$ cat src/rtl/alu_pkg.sv
// alu_pkg: opcodes, flag bit positions and FSM states shared by the sequential ALU.
package alu_pkg;
    typedef enum logic [3:0] {
        OP_ADD = 4'd0, OP_SUB, OP_AND, OP_OR, OP_NOT, OP_XOR,
        OP_LSL, OP_ASL, OP_LSR, OP_ASR, OP_MUL
    } alu_op_e;
    localparam int FLAG_C = 3;
    localparam int FLAG_N = 2;
    localparam int FLAG_V = 1;
    localparam int FLAG_Z = 0;
    typedef enum logic [1:0] {IDLE, MUL, DONE} alu_state_e;
endpackage

$ cat src/rtl/alu_seq_if.sv
// alu_seq_if: operand/opcode request and result/flags response handshakes of alu_seq.
interface alu_seq_if #(parameter int N = 8);
    logic         in_valid;
    logic         in_ready;
    logic [N-1:0] a_i;
    logic [N-1:0] b_i;
    logic [3:0]   alucontrol;
    logic         out_valid;
    logic         out_ready;
    logic [N-1:0] result;
    logic [3:0]   output_flags;
    modport master(output in_valid, a_i, b_i, alucontrol, out_ready,
                   input in_ready, out_valid, result, output_flags);
    modport slave(input in_valid, a_i, b_i, alucontrol, out_ready,
                  output in_ready, out_valid, result, output_flags);
endinterface

$ cat src/rtl/alu_mul_iter.sv
// alu_mul_iter: shift-add multiplier, one partial product per cycle; done_o flags the last
// iteration while p_o already carries the completed low N bits of a*b.
module alu_mul_iter #(parameter int N = 8) (
    input  logic         clk,
    input  logic         rst,
    input  logic         start_i,
    input  logic [N-1:0] a_i,
    input  logic [N-1:0] b_i,
    output logic         busy_o,
    output logic         done_o,
    output logic [N-1:0] p_o
);
    localparam int CW = (N > 2) ? $clog2(N) : 1;
    logic [N-1:0]  acc_q, acc_d, a_q, b_q;
    logic [CW-1:0] cnt_q;
    logic          busy_q;
    assign acc_d  = acc_q + (b_q[0] ? a_q : '0);
    assign done_o = busy_q && (cnt_q == CW'(N - 1));
    assign busy_o = busy_q;
    assign p_o    = acc_d;
    always_ff @(posedge clk) begin
        if (rst) begin
            busy_q <= 1'b0;
            cnt_q  <= '0;
            acc_q  <= '0;
            a_q    <= '0;
            b_q    <= '0;
        end else if (start_i) begin
            busy_q <= 1'b1;
            cnt_q  <= '0;
            acc_q  <= '0;
            a_q    <= a_i;
            b_q    <= b_i;
        end else if (busy_q) begin
            busy_q <= !done_o;
            cnt_q  <= cnt_q + 1'b1;
            acc_q  <= acc_d;
            a_q    <= a_q << 1;
            b_q    <= b_q >> 1;
        end
    end
endmodule

$ cat src/rtl/alu_seq.sv
// alu_seq: registered, handshaked ALU with {C,N,V,Z} flags; define ALU_SEQ_MUL_EN to build
// the iterative multiplier for opcode 10 (otherwise it behaves as a reserved opcode).
module alu_seq
    import alu_pkg::*;
#(
    parameter int N   = 8,
    parameter int SHW = $clog2(N) + 1
) (
    input logic      clk,
    input logic      rst,
    alu_seq_if.slave bus
);
    alu_state_e       state_q, state_d;
    logic [N-1:0]     result_q, result_d, alu_r, b_eff;
    logic [3:0]       flags_q, flags_d, alu_f;
    logic [N:0]       sum, lsl, lsr;
    logic signed [N:0] asr;
    logic             c, v, accept;
    logic [SHW-1:0]   s;
    alu_op_e          op;
    assign op     = alu_op_e'(bus.alucontrol);
    assign s      = bus.b_i[SHW-1:0];
    assign accept = bus.in_valid && (state_q == IDLE);
    // SUB reuses the adder as a + ~b + 1, so C=1 means no borrow
    always_comb begin
        b_eff = (op == OP_SUB) ? ~bus.b_i : bus.b_i;
        sum   = {1'b0, bus.a_i} + {1'b0, b_eff} + {{N{1'b0}}, op == OP_SUB};
        lsl   = {1'b0, bus.a_i} << s;
        lsr   = {bus.a_i, 1'b0} >> s;
        asr   = $signed({bus.a_i, 1'b0}) >>> s;
        alu_r = '0;
        c     = 1'b0;
        v     = 1'b0;
        case (op)
            OP_ADD, OP_SUB: begin
                alu_r = sum[N-1:0];
                c     = sum[N];
                v     = (bus.a_i[N-1] == b_eff[N-1]) && (sum[N-1] != bus.a_i[N-1]);
            end
            OP_AND:         alu_r = bus.a_i & bus.b_i;
            OP_OR:          alu_r = bus.a_i | bus.b_i;
            OP_NOT:         alu_r = ~bus.a_i;
            OP_XOR:         alu_r = bus.a_i ^ bus.b_i;
            OP_LSL, OP_ASL: {c, alu_r} = lsl;
            OP_LSR:         {alu_r, c} = lsr;
            OP_ASR:         {alu_r, c} = asr;
            default:        alu_r = '0;
        endcase
    end
    assign alu_f = {c, alu_r[N-1], v, ~|alu_r};
`ifdef ALU_SEQ_MUL_EN
    logic         mul_busy, mul_done;
    logic [N-1:0] mul_p;
    alu_mul_iter #(.N(N)) u_mul (
        .clk     (clk),
        .rst     (rst),
        .start_i (accept && (op == OP_MUL)),
        .a_i     (bus.a_i),
        .b_i     (bus.b_i),
        .busy_o  (mul_busy),
        .done_o  (mul_done),
        .p_o     (mul_p)
    );
`endif
    always_comb begin
        state_d  = state_q;
        result_d = result_q;
        flags_d  = flags_q;
        case (state_q)
            IDLE: begin
                if (accept) begin
`ifdef ALU_SEQ_MUL_EN
                    if (op == OP_MUL) state_d = MUL;
                    else begin
                        state_d  = DONE;
                        result_d = alu_r;
                        flags_d  = alu_f;
                    end
`else
                    state_d  = DONE;
                    result_d = alu_r;
                    flags_d  = alu_f;
`endif
                end
            end
`ifdef ALU_SEQ_MUL_EN
            MUL: begin
                if (mul_done) begin
                    state_d  = DONE;
                    result_d = mul_p;
                    flags_d  = {1'b0, mul_p[N-1], 1'b0, ~|mul_p};
                end else if (!mul_busy) state_d = IDLE;
            end
`endif
            DONE:    state_d = bus.out_ready ? IDLE : DONE;
            default: state_d = IDLE;
        endcase
    end
    always_ff @(posedge clk) begin
        if (rst) begin
            state_q  <= IDLE;
            result_q <= '0;
            flags_q  <= '0;
        end else begin
            state_q  <= state_d;
            result_q <= result_d;
            flags_q  <= flags_d;
        end
    end
    assign bus.in_ready     = (state_q == IDLE);
    assign bus.out_valid    = (state_q == DONE);
    assign bus.result       = result_q;
    assign bus.output_flags = flags_q;
endmodule
$ cat src/flat_wrapper.sv
// flat-port wrapper written by rule: the top's interface ports become plain ports
module alu_seq_flat import alu_pkg::*;
#(
    parameter int N   = 8,
    parameter int SHW = $clog2(N) + 1
)
  (clk, rst, bus_in_valid, bus_a_i, bus_b_i, bus_alucontrol, bus_out_ready, bus_in_ready, bus_out_valid, bus_result, bus_output_flags);
  alu_seq_if #(.N(N)) bus_i ();
  input logic clk;
  input logic rst;
  input wire logic [$bits(bus_i.in_valid)-1:0] bus_in_valid;
  input wire logic [$bits(bus_i.a_i)-1:0] bus_a_i;
  input wire logic [$bits(bus_i.b_i)-1:0] bus_b_i;
  input wire logic [$bits(bus_i.alucontrol)-1:0] bus_alucontrol;
  input wire logic [$bits(bus_i.out_ready)-1:0] bus_out_ready;
  output wire logic [$bits(bus_i.in_ready)-1:0] bus_in_ready;
  output wire logic [$bits(bus_i.out_valid)-1:0] bus_out_valid;
  output wire logic [$bits(bus_i.result)-1:0] bus_result;
  output wire logic [$bits(bus_i.output_flags)-1:0] bus_output_flags;
  assign bus_i.in_valid = bus_in_valid;
  assign bus_i.a_i = bus_a_i;
  assign bus_i.b_i = bus_b_i;
  assign bus_i.alucontrol = bus_alucontrol;
  assign bus_i.out_ready = bus_out_ready;
  assign bus_in_ready = bus_i.in_ready;
  assign bus_out_valid = bus_i.out_valid;
  assign bus_result = bus_i.result;
  assign bus_output_flags = bus_i.output_flags;
  alu_seq #(.N(N), .SHW(SHW)) u_core (.clk(clk), .rst(rst), .bus(bus_i));
endmodule
$ cat config.mk
export PLATFORM = sky130hd
export DESIGN_NAME = alu_seq_flat
export DESIGN_NICKNAME = d
export VERILOG_FILES = /design/src/rtl/alu_pkg.sv /design/src/rtl/alu_seq_if.sv /design/src/rtl/alu_mul_iter.sv /design/src/rtl/alu_seq.sv /design/src/flat_wrapper.sv
export SDC_FILE = /design/constraint.sdc
export NUM_CORES = 1
export LEC_CHECK = 0
export BUFFER_PORTS_ARGS = -buffer_cell sky130_fd_sc_hd__buf_4
export CAP_MARGIN = 20
export CELL_PAD_IN_SITES_DETAIL_PLACEMENT = 2
export CELL_PAD_IN_SITES_GLOBAL_PLACEMENT = 2
export CORE_MARGIN = 5
export CORE_UTILIZATION = 33
export CTS_CLUSTER_DIAMETER = 80
export CTS_CLUSTER_SIZE = 8
export DETAILED_ROUTE_END_ITERATION = 6
export GPL_TIMING_DRIVEN = 0
export PLACE_DENSITY = 0.81
export SETUP_SLACK_MARGIN = 0.1
export SLEW_MARGIN = 5
export SYNTH_ARGS = -nofsm -noshare
export SYNTH_HDL_FRONTEND = slang
export SYNTH_SLANG_ARGS = --single-unit
$ cat constraint.sdc
create_clock -name clk -period 3.1 [get_ports clk]
set_input_delay 0.155 -clock clk [delete_from_list [all_inputs] [get_ports clk]]
set_output_delay 0.155 -clock clk [all_outputs]
set_load 0.005 [all_outputs]
# --- Word-level counts from Yosys, hierarchy flattened ---
# Cells that the tools add are included.
# W data, S select, Z words.
word_totals:
  ff_bits: 14
  input_bits: 24
  out_inout_bits: 14
classes:
  add_sub_neg: 2
  eq_ne: 13
  n_shift: 3
  muxes: 7
  bitwise: 5
  reduce_logical: 9
op_table:
  columns: ["operator", "n"]
  rows:
  - ["$pmux W8 S8", 1]
  - ["$eq A4 B3 Y1 const B", 4]
  - ["$not A8 Y8", 2]
  - ["$add A8 B8 Y9", 1]
  - ["$add A9 B1 Y9", 1]
  - ["$shl A8 B4 Y9", 1]
  - ["$shr A9 B4 Y9", 1]
  - ["$sshr A9 B4 Y9", 1]
  - ["$and A8 B8 Y8", 1]
  - ["$eq A4 B2 Y1 const B", 2]
  - ["$eq A4 B4 Y1 const B", 2]
  - ["$mux W8", 1]
  - ["$or A8 B8 Y8", 1]
  - ["$reduce_or A8 Y1", 1]
  - ["$xor A8 B8 Y8", 1]
  - ["$eq A4 B1 Y1 const B", 1]
  - ["$logic_not A4 Y1", 1]
  - ["$mux W2", 2]
  - ["$pmux W1 S4", 1]
  - ["$pmux W2 S2", 1]
  - ["$reduce_or A2 Y1", 2]
  - ["$eq A2 B2 Y1 const B", 1]
  - ["$logic_and A1 B1 Y1", 2]
  - ["$logic_not A2 Y1", 1]
  - ["other kinds (6)", 6]

# --- Depth between registers and ports, before layout ---
# Gate-level depths: netlist (run 1).
logic_depth:
  ltp_word: 7
  depth_mapped: 13
  depth_no_buf: 11

# --- Worst setup path after synthesis (run 1) ---
# OpenSTA, ideal clock, no wires.
synth_timing:
  path_kind: "input to register"
  startpoint: "input bus_b_i[1]"
  endpoint: "register u_core.flags_q[0] (netlist: u_core.bus.output_flags[0])"
  setup_ps: 96
  arrival_ps: 2381
  required_ps: 3004
  setup_slack_ps: 624
  path_stages: 11
  path_buffers: 2
  cell_sequence: "buf_6 inv_1 clkbuf_1 xnor2_1 fa_1 a211oi_1 o21bai_1 a21oi_1 xnor2_1 a22o_1 o41ai_2"
synth_between:
  elab_chain_cells: 7
  elab_cells_between_ends: 13
  classes_between: "add/sub: 2; shift: 3; mux: 2; bitwise: 4; reduce/logical: 2"
synth_rtl:
  columns: ["element", "line", "source"]
  rows:
  - ["from (decl)", "flat_wrapper.sv:13", "input wire logic [$bits(bus_i.b_i)-1:0] bus_b_i;"]
  - ["$not A8 Y8", "alu_seq.sv:26", "b_eff = (op == OP_SUB) ? ~bus.b_i : bus.b_i;"]
  - ["$mux W8", "alu_seq.sv:26", null]
  - ["$add A8 B8 Y9", "alu_seq.sv:27", "sum = {1'b0, bus.a_i} + {1'b0, b_eff} + {{N{1'b0}}, op == OP_SUB};"]
  - ["$add A9 B1 Y9", "alu_seq.sv:27", null]
  - ["$pmux W8 S8 *", "alu_seq.sv:34", "case (op)"]
  - ["$reduce_or A8 Y1 *", "alu_seq.sv:50", "assign alu_f = {c, alu_r[N-1], v, ~|alu_r};"]
  - ["$logic_not A1 Y1 *", "alu_seq.sv:50", null]
  - ["to (signal assigned)", "alu_seq.sv:107", "flags_q <= flags_d;"]
  - ["to (decl)", "alu_seq.sv:15", "logic [3:0] flags_q, flags_d, alu_f;"]
# Every way passes the cells marked *; elsewhere a longest branch is shown, timed or not.
# A chain may end at the register's enable or synchronous reset.

# --- Worst setup path in the final report (run 1) ---
# Ends and elaborated chain as after synthesis.

==> results of run 1 <==
-- sequential cells by signal (all words and copies together) (netlist names) --
signal                   count
u_core.state_q               1
u_core.bus.output_flags      4
u_core.bus.result            7
-- per-layer routing --
metal / GRT usage, % / vias to the layer above / part of all wire (%)
li1: - / 1196 / -
met3: 1.61 / 14 / 4.3
met2: 38.7 / 62 / 50
met1: 26.8 / 1261 / 44
met4: 3.79 / 0 / 1.6
met5: 0 / - / 0
-- critical path, stage by stage --
cell and delay, ps:
buf_4 90, buf_6 120, inv_1 60, clkbuf_2 240, xnor2_1 340, ha_1 310, and3_1 190, o21ai_1 220
nand3b_1 140, xor2_1 180, a211oi_1 480, nand4_1 190, o41ai_2 220
-- repair_timing --
action	4_1_cts	5_1_grt
endpoints found under the hold margin	0	0
endpoints found under the setup margin	0	2
gates resized for setup	0	2
-- layout by cell type, fill, tap and decap left out, types with 5 or more instances in the layout --
master    instances
ha_1             24
buf_4            41
nor3_1           12
nand3_1          10
a21oi_1          14
nand2b_1          6
mux2i_1          12
o211ai_1          7
o21ai_0          12
xnor2_1           9
o21ai_1           5
nand2_1          24
nor2_1           33
a211oi_1          7
inv_1            19
dfxtp_1          12
buf_2             8
-- layout make-up --
type,count,area [sq um],share of cell area (%)
buffer,23,150,5.51
tap,96,120,4.41
timing repair buffer,36,270,9.92
inverter,19,71.3,2.62
sequential,12,240,8.82
multi-input combinational,250,1830,67.2
clock buffer,3,41.3,1.52
-- through the flow --
stage / total power [uW] / hold WS [ps]
finish: 695 / 188
global route: 743 / 218
CTS: 700 / 185
detailed placement: 560 / 431
global placement: 544 / 428
floorplan: 414 / 337
-- worst paths after layout --
check                                to                 start  depth (start not counted)  slack [ps]
max reg2reg  u_core.bus.output_flags[0]     u_core.state_q[1]                          6        1450
min reg2reg        u_core.bus.result[6]  u_core.bus.result[6]                          2         470
min                   u_core.state_q[1]         bus_out_ready                          3         190
max          u_core.bus.output_flags[0]            bus_b_i[1]                         13         320
-- cells in the mapped netlist (6+ instances only) --
| cell | n |
|---|---|
| mux2i_1 | 12 |
| a21oi_1 | 14 |
| nand2b_1 | 6 |
| nand2_1 | 24 |
| nor3_1 | 12 |
| inv_1 | 19 |
| nor2_1 | 33 |
| ha_1 | 24 |
| xnor2_1 | 9 |
| o21ai_0 | 12 |
| dfxtp_1 | 12 |
| o211ai_1 | 7 |
| buf_2 | 8 |
| nand3_1 | 10 |
| a211oi_1 | 7 |
-- kinds of logic after synthesis --
group	count (synthesis)	synth area share, %
and+or+nand+nor	118	27.2
AOI/OAI and AO/OA	79	25.2
buffers and inverters	42	9.61
adders and majority gates	25	14.0
muxes	17	9.33
DFF	12	10.5
xor gates and xnor gates	11	4.20
-- report_power, final --
part           leakage (uW)  internal, uW  switching [uW]
logic               0.00106           163             222
registers         0.0000988           166            6.53
clock network     0.0000216          85.3            53.1
total               0.00118           414             281
==> metrics.txt, run 1 <==
clk slew on worst S/H paths around 50 ps; DR iter-0 viols 110; Layout Cells excl Fill ~440; die area 8710 sq um; Yosys cell types 70; Synth area leaders ha_1, dfxtp_1, nor2_1; setup ws final between 300 and 400 ps; number of port buffers 36; initial core utilization about a third; critical path arrival 2920 ps; overall routed net length 9.08 mm; FF+latch count, synth 12; fmax 359 MHz; Finished Core Util 40.1%; Max IR drop VDD 0.0000985 V; CTS sink cnt 12; via count 2533; CTS Buf Count 3; Die Width 93.3 um; largest net degree at the start of global routing 11; Seq/Total Area, Yosys 10.5%; Cell Area, Synth 2290 sq um; Synth Area per Inst 7.54 sq um; placer congestion estimate around 0.98; Setup WS pre-CTS -118 ps; GR Overflow Total 0; DRC viols 0; nets@finish 394; syn nets approximately 350; post-route cell area 2730 sq um; Core Box Area 6790 sq um; Yosys top cell by area ha_1; Worst Skew 1.07 ps; crit path kind in2reg; critical path required time 3240 ps; Antenna diodes 0; clock latency on the worst-skew pair around 230 ps; Routed Antenna Nets 0; I/O pins 38; setup TNS 0 ps; Worst-Margin Slew 842 ps; MaxCap Viol Count 0; GRT Resource Usage Total 21.0%; Final min period 2780 ps; number of global-route vias before repair 2655; fin. max-slew vios 0; initial antenna violation count 0; cell count after placement 436; number of synthesized flops with an enable pin 0; DR vias/cell around 5.8; status finished, final reports clean; Clock Tree Root clkbuf_8; PwrDens 255 nW/um^2; Async SR Flop Fraction 0%; ys flop type dfxtp_1; postcts setup bufs 0; Routed WL per cell 20.7 um; CTS Buffer Depth 2; cts hold-fix bufs 0; Critical Path Source Type input pin; DIE HEIGHT 93.3 um; Synth Instances approximately 300; Yosys Warn Count 0; Pre-Repair DR Iteration Count 4; first-pass GRT wire length 14.3 mm; CP Capture Type register; Post-DP HPWL approximately 7.3 mm; area share of the largest cell type after synthesis 13.1%; # rows 30; H-Tree Depth 1; final worst path period share 89.8%; CP max FO 10; RSZ-0062 raised after global routing no; layout cells sized above 1 21.9%; Post-DP Area 2680 sq um; min-delay worst type in2reg; Pleak ~0.0012 uW; hold violation count in the final report 0; Setup-failing EPs final 0; fill cell count 839; CTS tree done; Layout area overhead 18.9%; Worst slew margin a little over two fifths
Note: power is estimated with default switching activity, not from simulation.
==> run 2, diff against run 1 <==
--- a/config.mk
+++ b/config.mk
@@ -5,17 +5,18 @@
 export SDC_FILE = /design/constraint.sdc
 export NUM_CORES = 1
 export LEC_CHECK = 0
+export ABC_AREA = 1
 export BUFFER_PORTS_ARGS = -buffer_cell sky130_fd_sc_hd__buf_4
 export CAP_MARGIN = 20
 export CELL_PAD_IN_SITES_DETAIL_PLACEMENT = 2
 export CELL_PAD_IN_SITES_GLOBAL_PLACEMENT = 2
 export CORE_MARGIN = 5
-export CORE_UTILIZATION = 33
+export CORE_UTILIZATION = 29
 export CTS_CLUSTER_DIAMETER = 80
 export CTS_CLUSTER_SIZE = 8
 export DETAILED_ROUTE_END_ITERATION = 6
 export GPL_TIMING_DRIVEN = 0
-export PLACE_DENSITY = 0.81
+export PLACE_DENSITY = 0.82
 export SETUP_SLACK_MARGIN = 0.1
 export SLEW_MARGIN = 5
 export SYNTH_ARGS = -nofsm -noshare
==> metrics.txt, run 2 <==
top-count cell post-synth nand2_1; placer congestion estimate 0.902 (-8.2%); routed wl met2 4.94 mm (+8.8%); Synth Instances 401 (+32%); largest net degree at the start of global routing 12 (+1); MaxCap Viol Count 0 (unchanged); area occupied by multi-input gates 1710 sq um (-6.8%); Reg area 240 sq um (unchanged); Antenna diodes 0 (unchanged); Pre-Repair DR Iteration Count 4 (unchanged); number of synthesized flops with an enable pin 0 (unchanged); overall routed net length 9.69 mm (+6.8%); H-Tree Depth 1 (unchanged); critical path arrival 2820 ps (-100 ps); DR iter-0 viols 90 (-18%); Seq/Total Area, Yosys 10.8% (+0.36 points); fill cell count 987 (+18%); # rows 31 (+3.3%); clk slew on worst S/H paths 60 ps (about the same); setup TNS 0 ps (unchanged); Post-DP HPWL 8.05 mm (+9.7%); Core Box Area 7330 sq um (+7.9%); Async SR Flop Fraction 0% (unchanged); initial core utilization 30.2% (-3.5 points); CP max FO 8 (-2); Setup-failing EPs final 0 (unchanged); CTS tree done; via count 2795 (+10%); Yosys top cell by area nand2_1; Yosys cell types 31 (-56%); number of global-route vias before repair 3066 (+15%); DR top layer met4; crit path kind in2reg; critical path required time 3290 ps (+50 ps); clock latency on the worst-skew pair 250 ps (+20 ps); FF+latch count, synth 12 (unchanged); CTS sink cnt 12 (unchanged); Routed WL per cell 18.0 um (-13%); GRT Resource Usage Total 20.4% (-0.62 points); hold violation count in the final report 0 (unchanged); DIE HEIGHT 97.4 um (+4.4%); Die Width 97.4 um (+4.4%); DR vias/cell 5.19 (-10%); Critical Path Source Type input pin; Setup WS pre-CTS 27.3 ps (+145 ps); RSZ-0062 raised after global routing no; postcts setup bufs 0 (unchanged); fin. max-slew vios 0 (unchanged); final worst path period share 85.0% (-4.8 points); Layout area overhead 20.0%; Worst Skew 1.73 ps (+0.669 ps); min-delay worst type in2reg; nets@finish 490 (+24%); post-route cell area 2660 sq um (-2.4%); Synth top cells by count nand2_1, nand3_1, nor2_1; layout cells sized above 1 15.2% (-6.6 points); Synth Area per Inst 5.53 sq um (-27%); most common cell after layout, fill and taps aside nand2_1; Max IR drop VDD 0.000146 V (+49%); most frequent cells in the layout nand2_1, nand3_1, nor2_1; fmax 379 MHz (+5.7%); Worst-Margin Slew 503 ps (-340 ps); Worst path slowest cell fa_1; Routed Antenna Nets 0 (unchanged); most frequent cell on the critical path nor2_1; wl on met1 4.33 mm (+8.4%); Final min period 2640 ps (-149 ps); status finished, final reports clean; Clock Tree Root clkbuf_8; met3 wire len 279 um (-29%); number of port buffers 35 (-2.8%); FF-to-FF path depth 6 (unchanged); Largest register FFs 7 (unchanged); crit-path cells buf_4, nor2_2, nand2_2, xor2_1, fa_1, xor2_1, nand2_1, nand3_1, nor2_1, nand4_1, nor2_1, nand3_1, nor2_1, nor2_1, nor2_1; syn nets 450 (+27%); area share of the largest cell type after synthesis 20.5% (+7.4 points); first-pass GRT wire length 15.9 mm (+11%); die area 9490 sq um (+8.9%); initial antenna violation count 0 (unchanged); Post-DP Area 2600 sq um (-3.0%); Pleak 0.00147 uW (+25%); GR Overflow Total 0 (unchanged); I/O pins 38 (unchanged); ys flop type dfxtp_1; worst hold path stage count 2 (-1); Synth area leaders nand2_1, ha_1, nand3_1; PwrDens 264 nW/um^2 (+3.4%); CTS Buf Count 3 (unchanged); cts hold-fix bufs 0 (unchanged); Worst slew margin 66.1% (+23 points); DRC viols 0 (unchanged); CP Capture Type register; slowest stage delay, CP 490 ps (about the same); setup ws final 465 ps (+149 ps); Cell Area, Synth 2220 sq um (-3.3%); Yosys Warn Count 0 (unchanged); CTS Buffer Depth 2 (unchanged)
-- run 2: changes by cell type after synthesis, moves of 5 or more --
| cell | previous run | this run |
|---|---|---|
| xnor2_1 | 9 | 0 |
| nand3_1 | 10 | 60 |
| a211oi_1 | 7 | 0 |
| xor2_1 | 2 | 9 |
| mux2i_1 | 12 | 0 |
| inv_1 | 19 | 46 |
| inv_2 | 0 | 6 |
| nand2b_1 | 6 | 0 |
| o21ai_1 | 5 | 0 |
| nor2_1 | 33 | 51 |
| nand2_1 | 24 | 121 |
| nor3_1 | 12 | 1 |
-- run 2: logic make-up (layout without fill, tap and decap cells) --
group,Yosys count,count (layout),share of synthesized area [%]
AOI/OAI and AO/OA,36,36,9.37
DFF,12,12,10.8
and+or+nand+nor,255,255,49.5
xor gates and xnor gates,9,9,3.56
adders and majority gates,25,25,14.5
buffers and inverters,64,103,12.3
-- run 2: final cells by class --
class | count | area share, %
plain buffers | 11 | 2.73
clock buffers | 4 | 2.07
inverters | 53 | 7.48
multi-input cells | 325 | 64.2
flip-flops and latches | 12 | 9.03
well taps | 99 | 4.66
repair buffers | 35 | 9.88
-- run 2: power by group --
part           switching, uW  internal (uW)  leakage (uW)  total, uW
Sequential              6.54            166     0.0000987        172
Clock                   62.9            113     0.0000288        175
Combinational            227            127       0.00134        354
-- run 2: path summary, 6_finish.rpt --
check | from | to | slack [ps]
setup / recovery | bus_alucontrol[2] | u_core.bus.output_flags[0] | 460
hold / removal | rst | u_core.bus.output_flags[1] | 130
setup reg to reg | u_core.state_q[1] | u_core.bus.result[5] | 1500
hold reg to reg | u_core.bus.output_flags[1] | u_core.bus.output_flags[1] | 480
-- run 2: layer usage --
metal	global-route usage, %	vias up
li1	-	1367
met1	25.1	1376
met2	38.0	40
met3	2.51	12
met4	3.83	0
met5	0	-
-- run 2: what timing repair did --
action                                  CTS  global route
resized for setup                         0             1
hold endpoints to repair                  0             0
endpoints found under the setup margin    0             1
-- run 2: worst max-delay path: cells and delay by family --
family / cells / cell delay (ps)
adder cells (fa/ha/maj): 1 / 490
AND/OR/NAND/NOR: 11 / 1610
XOR/XNOR: 2 / 430
buffers and inverters: 1 / 130
-- run 2: through the flow --
stage                     power, uW  utilization, %  cells  hold WS [ps]
after global placement          507            35.5    535           382
after detailed placement        527            35.5    535           387
final                           702            36.3    539           125
after CTS                       705            36.3    539           131
after floorplan                 387               -    401           224
after global routing            754            36.3    539           145
